===== src/rtl/demux1_2_stream.sv =====
// 1:2 stream demultiplexer with a one-entry output register per port.
// Optional delivered-beat counters a_cnt/b_cnt are built when DEMUX_STATS_EN is defined.
module demux1_2_stream #(
  parameter int unsigned W = 8
) (
  input  logic         clk,
  input  logic         rst,
  input  logic         in_valid,
  input  logic [W-1:0] in_data,
  input  logic         s,
  output logic         in_ready,
  output logic         a_valid,
  output logic [W-1:0] a_data,
  input  logic         a_ready,
  output logic         b_valid,
  output logic [W-1:0] b_data,
  input  logic         b_ready
`ifdef DEMUX_STATS_EN
  ,
  output logic [7:0]   a_cnt,
  output logic [7:0]   b_cnt
`endif
);

  typedef enum logic {
    ST_EMPTY = 1'b0,
    ST_FULL  = 1'b1
  } state_t;

  state_t a_state, a_state_nxt;
  state_t b_state, b_state_nxt;
  logic   a_load, b_load;
  logic   a_acc, b_acc;

  assign a_valid = (a_state == ST_FULL);
  assign b_valid = (b_state == ST_FULL);

  // Ready reflects only the selected port; a full slot may accept when it drains this cycle.
  assign in_ready = s ? (~b_valid | b_ready) : (~a_valid | a_ready);

  assign a_acc = in_valid & ~s & in_ready;
  assign b_acc = in_valid &  s & in_ready;

  // State registers; reset discards held and incoming beats.
  always_ff @(posedge clk) begin
    if (rst) begin
      a_state <= ST_EMPTY;
      b_state <= ST_EMPTY;
    end else begin
      a_state <= a_state_nxt;
      b_state <= b_state_nxt;
    end
  end

  // Port a next state and load enable.
  always_comb begin
    a_state_nxt = a_state;
    a_load      = 1'b0;
    case (a_state)
      ST_EMPTY: begin
        if (a_acc) begin
          a_state_nxt = ST_FULL;
          a_load      = 1'b1;
        end
      end
      ST_FULL: begin
        if (a_acc) begin
          a_load = 1'b1;
        end else if (a_ready) begin
          a_state_nxt = ST_EMPTY;
        end
      end
      default: a_state_nxt = ST_EMPTY;
    endcase
  end

  // Port b next state and load enable.
  always_comb begin
    b_state_nxt = b_state;
    b_load      = 1'b0;
    case (b_state)
      ST_EMPTY: begin
        if (b_acc) begin
          b_state_nxt = ST_FULL;
          b_load      = 1'b1;
        end
      end
      ST_FULL: begin
        if (b_acc) begin
          b_load = 1'b1;
        end else if (b_ready) begin
          b_state_nxt = ST_EMPTY;
        end
      end
      default: b_state_nxt = ST_EMPTY;
    endcase
  end

  // Output data registers hold their beat until replaced.
  always_ff @(posedge clk) begin
    if (rst) begin
      a_data <= '0;
      b_data <= '0;
    end else begin
      if (a_load) a_data <= in_data;
      if (b_load) b_data <= in_data;
    end
  end

`ifdef DEMUX_STATS_EN
  // Wrapping counters of output handshakes.
  always_ff @(posedge clk) begin
    if (rst) begin
      a_cnt <= 8'd0;
      b_cnt <= 8'd0;
    end else begin
      if (a_valid && a_ready) a_cnt <= a_cnt + 8'd1;
      if (b_valid && b_ready) b_cnt <= b_cnt + 8'd1;
    end
  end
`endif

endmodule


===== config.mk =====
export PLATFORM = sky130hd
export DESIGN_NAME = demux1_2_stream
export DESIGN_NICKNAME = d
export VERILOG_FILES = /design/src/rtl/demux1_2_stream.sv
export SDC_FILE = /design/constraint.sdc
export NUM_CORES = 1
export LEC_CHECK = 0
export CORE_ASPECT_RATIO = 0.8
export CORE_UTILIZATION = 40
export CTS_CLUSTER_SIZE = 14
export DETAILED_ROUTE_END_ITERATION = 10
export PLACE_DENSITY = 0.77
export SLEW_MARGIN = 5
export SYNTH_ARGS = -nofsm -noshare
export SYNTH_HDL_FRONTEND = slang
export SYNTH_SLANG_ARGS = --single-unit

===== constraint.sdc =====
create_clock -name clk -period 1.1 [get_ports clk]
set_input_delay 0.275 -clock clk [delete_from_list [all_inputs] [get_ports clk]]
set_output_delay 0.275 -clock clk [all_outputs]
set_load 0.05 [all_outputs]

# Word level (Yosys, flattened, before mapping)
# Cells that the tools add are included.
[word_totals]
output_inout_bits = 19
word_cells = 22
regBits = 18
[op_classes]
bitwise_logic = 9
muxes = 9
[ops]
columns = ["cell", "count"]
rows = [
  ["two-way mux 1 bit", 7],
  ["bitwise AND 1 bit", 4],
  ["case mux 1 bit (2 select lines)", 2],
  ["NOT 1 bit", 3],
  ["bitwise OR 1 bit", 2],
]

# Logic depth before layout (Yosys ltp)
# Gate-level depths: netlist (run 1).
[logic_depth]
word_depth = 6
depth_mapped = 4
depth_no_buf = 3

# Least setup slack after synthesis (run 1)
# Ideal clock, no wire load.
[synth_timing]
path_type = "reg-to-output"
startpoint = "reg b_state, in the netlist b_valid"
endpoint = "out in_ready"
setup_slack_ps = -380
t_arrival_ps = 1205
t_required_ps = 825
stages_incl_launch_ff = 3
path_cell_list = "dfxtp_1 -> nand2b_1 -> mux2_2"
[synth_via]
elab_chain_cells = 3
[synth_rtl]
columns = ["item", "line_no", "source"]
rows = [
  ["start, declared", "31", "state_t b_state, b_state_nxt;"],
  ["start signal, assigned", "51", "b_state <= b_state_nxt;"],
  ["NOT 1 bit", "--", ""],
  ["bitwise OR 1 bit", "39", "assign in_ready = s ? (~b_valid | b_ready) : (~a_valid | a_ready);"],
  ["two-way mux 1 bit", "39", ""],
  ["end, declared", "11", "output logic in_ready,"],
]
# Every way passes these cells.

# Worst setup path in the final report (run 1)
[layout_timing]
startpoint = "reg a_state, in the netlist a_valid"
endpoint = "out in_ready"
[layout_via]
elab_chain_cells = 3
[layout_rtl]
columns = ["item", "line_no", "source"]
rows = [
  ["start, declared", "30", "state_t a_state, a_state_nxt;"],
  ["start signal, assigned", "50", "a_state <= a_state_nxt;"],
  ["NOT 1 bit", "--", ""],
  ["bitwise OR 1 bit", "39", ""],
  ["two-way mux 1 bit", "39", ""],
]
# Every way passes these cells.

==> metrics.txt, run 1 <==
outcome finished, violations left; failing checks setup timing; Critical Path End Type output port; Syn Inst Count 70; fin nets 131; worst hold path cell count 2; clock transition at the registers of the reported paths 0.10 ns; final worst slack -0.3233 ns; Core ar. 1708 sq um; Period minus WS final 1.423 ns; Crit-path slowest cell dfxtp_4; Hold Vio Cnt, Final 0; largest net degree at the start of global routing 14; non-filler instance count after layout 138; cell area power density 1045 nW/um^2; worst-margin pin slew 0.2307 ns; Clock Skew 0.0008946 ns; 1st-iter DRT viols 8; Hold Path Class reg2reg; Startpoint Class flop; Num CTS Buffers 3; Rel. slew slack 84.57%; DR vias 667; share of layout cells above drive strength 1 51.72%; first-pass GRT wire length 2904 um; DRC viols 0; final worst hold slack 0.5009 ns; Mapped Avg Cell Area 10.90 sq um; Avg WL per Cell 14.73 um; Congestion Overflow GR 0; Lkg Pwr 0.6303 nW; most frequent cells in the layout nand2b_1 (24), buf_12 (18), mux2i_1 (16); final wirelength 2033 um; GPL Wtd Cong 0.7040; initial antenna violation count 0; CP Class reg2out; FF-to-FF End a_data[6]; PortBufs 32; Die X 50.84 um; synthesized flop and latch total 18; area grow syn2layout 92.62%; Final Max Slew Viols 0; Peak supply drop 0.7923 mV; die footprint 2088 sq um; final antenna-violating net count 0; hold_buf cts 0; DP HPWL 1384 um; Post-Place Worst Slack -0.4724 ns; Buf+Inv Stages, Crit Path 1; reg2reg setup slack -0.13 ns; Root Buffer clkbuf_4; synthesized area 763.2 sq um; syn nets 84; H-tree depth 1; cell breakdown of the critical path nand2b_4 > mux2_4 > buf_8; final setup violating endpoints 12; worst r2r path cells 6; Max-Cap Viols 0; Initial Utilization 44.69%; CTS tree built; sequential fraction of the synthesis area 47.21%; WHS Endpoint b_data[5]; commonest non-fill, non-tap cell in the layout nand2b_1; delay-heaviest family, CP flip-flops; Worst EP arrival 1.15 ns; routed vias/inst 4.833; Cell Rows 13; reg2reg start a_valid; maximum single-stage delay on the critical path 0.37 ns; clk sinks 18; Worst EP required 0.82 ns; fin crit share 129.4%; post-synth cell types 12; Total GRT Usage 20.62%; f_max 0.7026 GHz; drt pass-1 iters 4; RSZ-0062 raised after global routing true; Worst Path Max Fanout 2; Placed Cells 131; Worst-Skew Late Latency 0.30 ns; vias in the first global route 625; min-delay src b_data[5]; DIE HEIGHT 41.07 um; ant diodes 0; Max Buffers Root-to-Sink 2; I/O pin count 33; warnings from Yosys 0
where the power goes:
| part | internal, mW | switching [mW] |
|---|---|---|
| sequential | 0.689 | 0.0377 |
| clock | 0.132 | 0.204 |
| combinational | 0.254 | 0.219 |
kinds of logic (layout without fill, tap and decap cells):
| kind of cell | count (synthesis) | in the layout | share of synthesized area [%] |
|---|---|---|---|
| AOI/OAI and AO/OA | 2 | 2 | 1.312 |
| buffers and inverters | 3 | 49 | 2.459 |
| DFF | 18 | 18 | 47.21 |
| muxes | 17 | 17 | 22.46 |
| and+or+nand+nor | 30 | 30 | 26.56 |
timing repair:
item                                    CTS  global route
resized for setup                        28             5
setup buffers                             4             3
gates cloned                              0             0
pin swaps                                 2             1
endpoints found under the setup margin   36            35
cell usage after synthesis:
cell type,n,area (sq um)
and3b_1,1,8.760
clkbuf_1,2,7.510
dfxtp_1,18,360.4
nand3b_1,1,7.510
a21oi_1,2,10.01
nand2b_4,1,13.76
and3_1,1,6.260
mux2_2,1,11.26
nand2b_1,25,156.4
nand3_2,1,10.01
buf_6,1,11.26
mux2i_1,16,160.2
routing by layer:
metal / vias to the layer above / track usage, % / routed length, um
met4: 0 / 11.81 / 24
met1: 306 / 20.31 / 832
met5: - / 0 / 0
met3: 5 / 7.778 / 128
met2: 28 / 39.33 / 1048
li1: 328 / - / -
worst reg2reg max path, delay by kind of cell (launching register included):
family	cells	cell delay [ns]
buffers and inverters	3	0.35
flip-flops	1	0.37
multiplexers	1	0.21
AND/OR/NAND/NOR	2	0.24
state kept, by name (all words and copies together), names as in the netlist:
register  flops
b_valid       1
a_data        8
a_valid       1
b_data        8
how the worst max path moves through the flow:
stage	from	to	slack, ns	cells past startpoint
final	a_valid	in_ready	-0.32	3
after global routing	a_valid	in_ready	-0.35	3
after CTS	a_valid	in_ready	-0.32	3
after detailed placement	a_ready	in_ready	-0.47	4
after global placement	a_ready	in_ready	-0.44	4
after floorplan	a_valid	in_ready	-0.03	2
stage by stage:
stage | utilization, % | cell area, sq um | power, mW | setup TNS (ns)
3_3_place_gp | 80.59 | 1376 | 1.185 | -7.081
2_1_floorplan | - | 782.0 | 0.9387 | -0.02624
4_1_cts | 85.49 | 1460 | 1.547 | -0.7737
5_1_grt | 86.08 | 1470 | 1.587 | -2.156
6_report | 86.08 | 1470 | 1.537 | -1.532
3_5_place_dp | 80.59 | 1376 | 1.194 | -7.692
cell type report:
class,count,area (sq um)
clock inverter,1,3.754
multi-input combinational,49,412.9
timing repair buffer,45,613.1
sequential,18,390.4
fill,94,237.7
tap,22,27.53
clock buffer,3,22.52
(Power assumes the default switching activity.)
==> run 2, diff against run 1 <==
PLACE_DENSITY = 0.79   (was 0.77)
SKIP_CTS_REPAIR_TIMING = 1   (was default)
==> run 2 against run 1 <==
  * Register-to-register slack better by 0.08 ns
  * Routed wire length down 4.7%
  * Clock power about the same
  * Final area up 1.4%
  * Sequential share of layout area down 0.55 points
  * Clock skew up 0.0071 ns
  * Count of clock-buffer cells in the layout unchanged
  * First-iteration DRC count unchanged
  * The run still ends with setup timing left
==> metrics.txt, run 2 (same netlist as run 1, synthesis figures left out) <==
Startpoint Class flop; Crit-path slowest cell dfxtp_4; reg2reg setup slack -0.05 ns; Final Max Slew Viols 0; Total GRT Usage 19.47%; 1st-iter DRT viols 8; Num CTS Buffers 3; final wirelength 1938 um; clock transition at the registers of the reported paths 0.10 ns; failing checks setup timing; Worst Path Max Fanout 3; maximum single-stage delay on the critical path 0.38 ns; reg2reg start a_valid; Post-Place Worst Slack -0.4566 ns; area grow syn2layout 95.41%; Peak supply drop 0.7664 mV; Placed Cells 129; most frequent cells in the layout nand2b_1 (24), buf_12 (19), mux2i_1 (16), dfxtp_2 (16), buf_4 (11); Critical Path End Type output port; final worst slack -0.3408 ns; RSZ-0062 raised after global routing true; Congestion Overflow GR 0; Initial Utilization 44.69%; Cell Rows 13; Lkg Pwr 0.6691 nW; DR vias 650; post-route cell area 1491 sq um; GPL Wtd Cong 0.6412; share of layout cells above drive strength 1 51.28%; outcome finished, violations left; H-tree depth 1; fin crit share 131.0%; largest net degree at the start of global routing 16; die footprint 2088 sq um; Worst EP arrival 1.17 ns; Period minus WS final 1.441 ns; final antenna-violating net count 0; Worst EP required 0.82 ns; Rel. slew slack 85.57%; f_max 0.6941 GHz; Clock Skew 0.007954 ns; largest registers a_data x8, b_data x8; Worst-Skew Late Latency 0.30 ns; vias in the first global route 585; Core ar. 1708 sq um; initial antenna violation count 0; CP startpoint a_valid; commonest non-fill, non-tap cell in the layout nand2b_1; Max-Cap Viols 0; DP HPWL 1299 um; Hold Vio Cnt, Final 0; drt pass-1 iters 4; first-pass GRT wire length 2746 um; Hold Path Class in2reg; Root Buffer clkbuf_4; ant diodes 0; fin nets 132; Die X 50.84 um; cell area power density 1035 nW/um^2; clk sinks 18; cell breakdown of the critical path nand2b_4 > mux2_4 > buf_8; worst-margin pin slew 0.2157 ns; DIE HEIGHT 41.07 um; CTS tree built; CP Class reg2out; Setup TNS -0.7466 ns; DRC viols 0; non-filler instance count after layout 139; min-delay src b_ready; Max Buffers Root-to-Sink 2; Avg WL per Cell 13.94 um; Area after DPL 1361 sq um; I/O pin count 33; PortBufs 32; final setup violating endpoints 5; routed vias/inst 4.676
## run 2: cell types whose count changed in the layout (fill, tap and decap cells not counted)
| cell | delta |
|---|---|
| dlygate4sd2_1 | -4 |
| a21oi_2 | -1 |
| dfxtp_2 | +1 |
| a21oi_1 | +1 |
| buf_6 | -2 |
| dfxtp_4 | -1 |
| buf_12 | +1 |
| dlymetal6s2s_1 | +4 |
| buf_4 | +2 |
## run 2: per-layer routing
metal	routed length [um]	global-route usage, %
met1	802	22.32
met2	973	33.33
met3	130	6.667
met4	31	10.42
met5	0	0
## run 2: final cells by class
class                      count  area [sq um]
multi-input combinational     49         409.1
tap                           22         27.53
timing repair buffer          46         640.6
clock buffer                   3         22.52
fill                          80         216.5
sequential                    18         387.9
clock inverter                 1         3.754
## run 2: report_power, final
part / internal [mW] / total (mW) / switching (mW)
registers: 0.691 / 0.729 / 0.0378
logic: 0.264 / 0.480 / 0.216
clock network: 0.132 / 0.335 / 0.203
total: 1.09 / 1.54 / 0.457
## run 2: path summary, 6_finish.rpt
check,endpoint,cells after the start
setup / recovery,in_ready,3
hold / removal,b_valid,4
setup reg to reg,a_data[6],5
hold reg to reg,a_data[1],2
## run 2: worst max-delay path: cells and delay by family, from the launching register on
family                 cells  cell delay, ns
muxes                      1            0.28
buffers and inverters      1            0.15
DFF                        1            0.38
and+or+nand+nor            1            0.06
## run 2: metrics by stage
stage	hold WS (ns)	utilization [%]	total power, mW
floorplan	0.4506	-	0.9387
global placement	0.4936	79.71	1.180
detailed placement	0.5035	79.71	1.189
CTS	0.5213	81.25	1.530
global route	0.3989	87.33	1.615
finish	0.4129	87.33	1.544
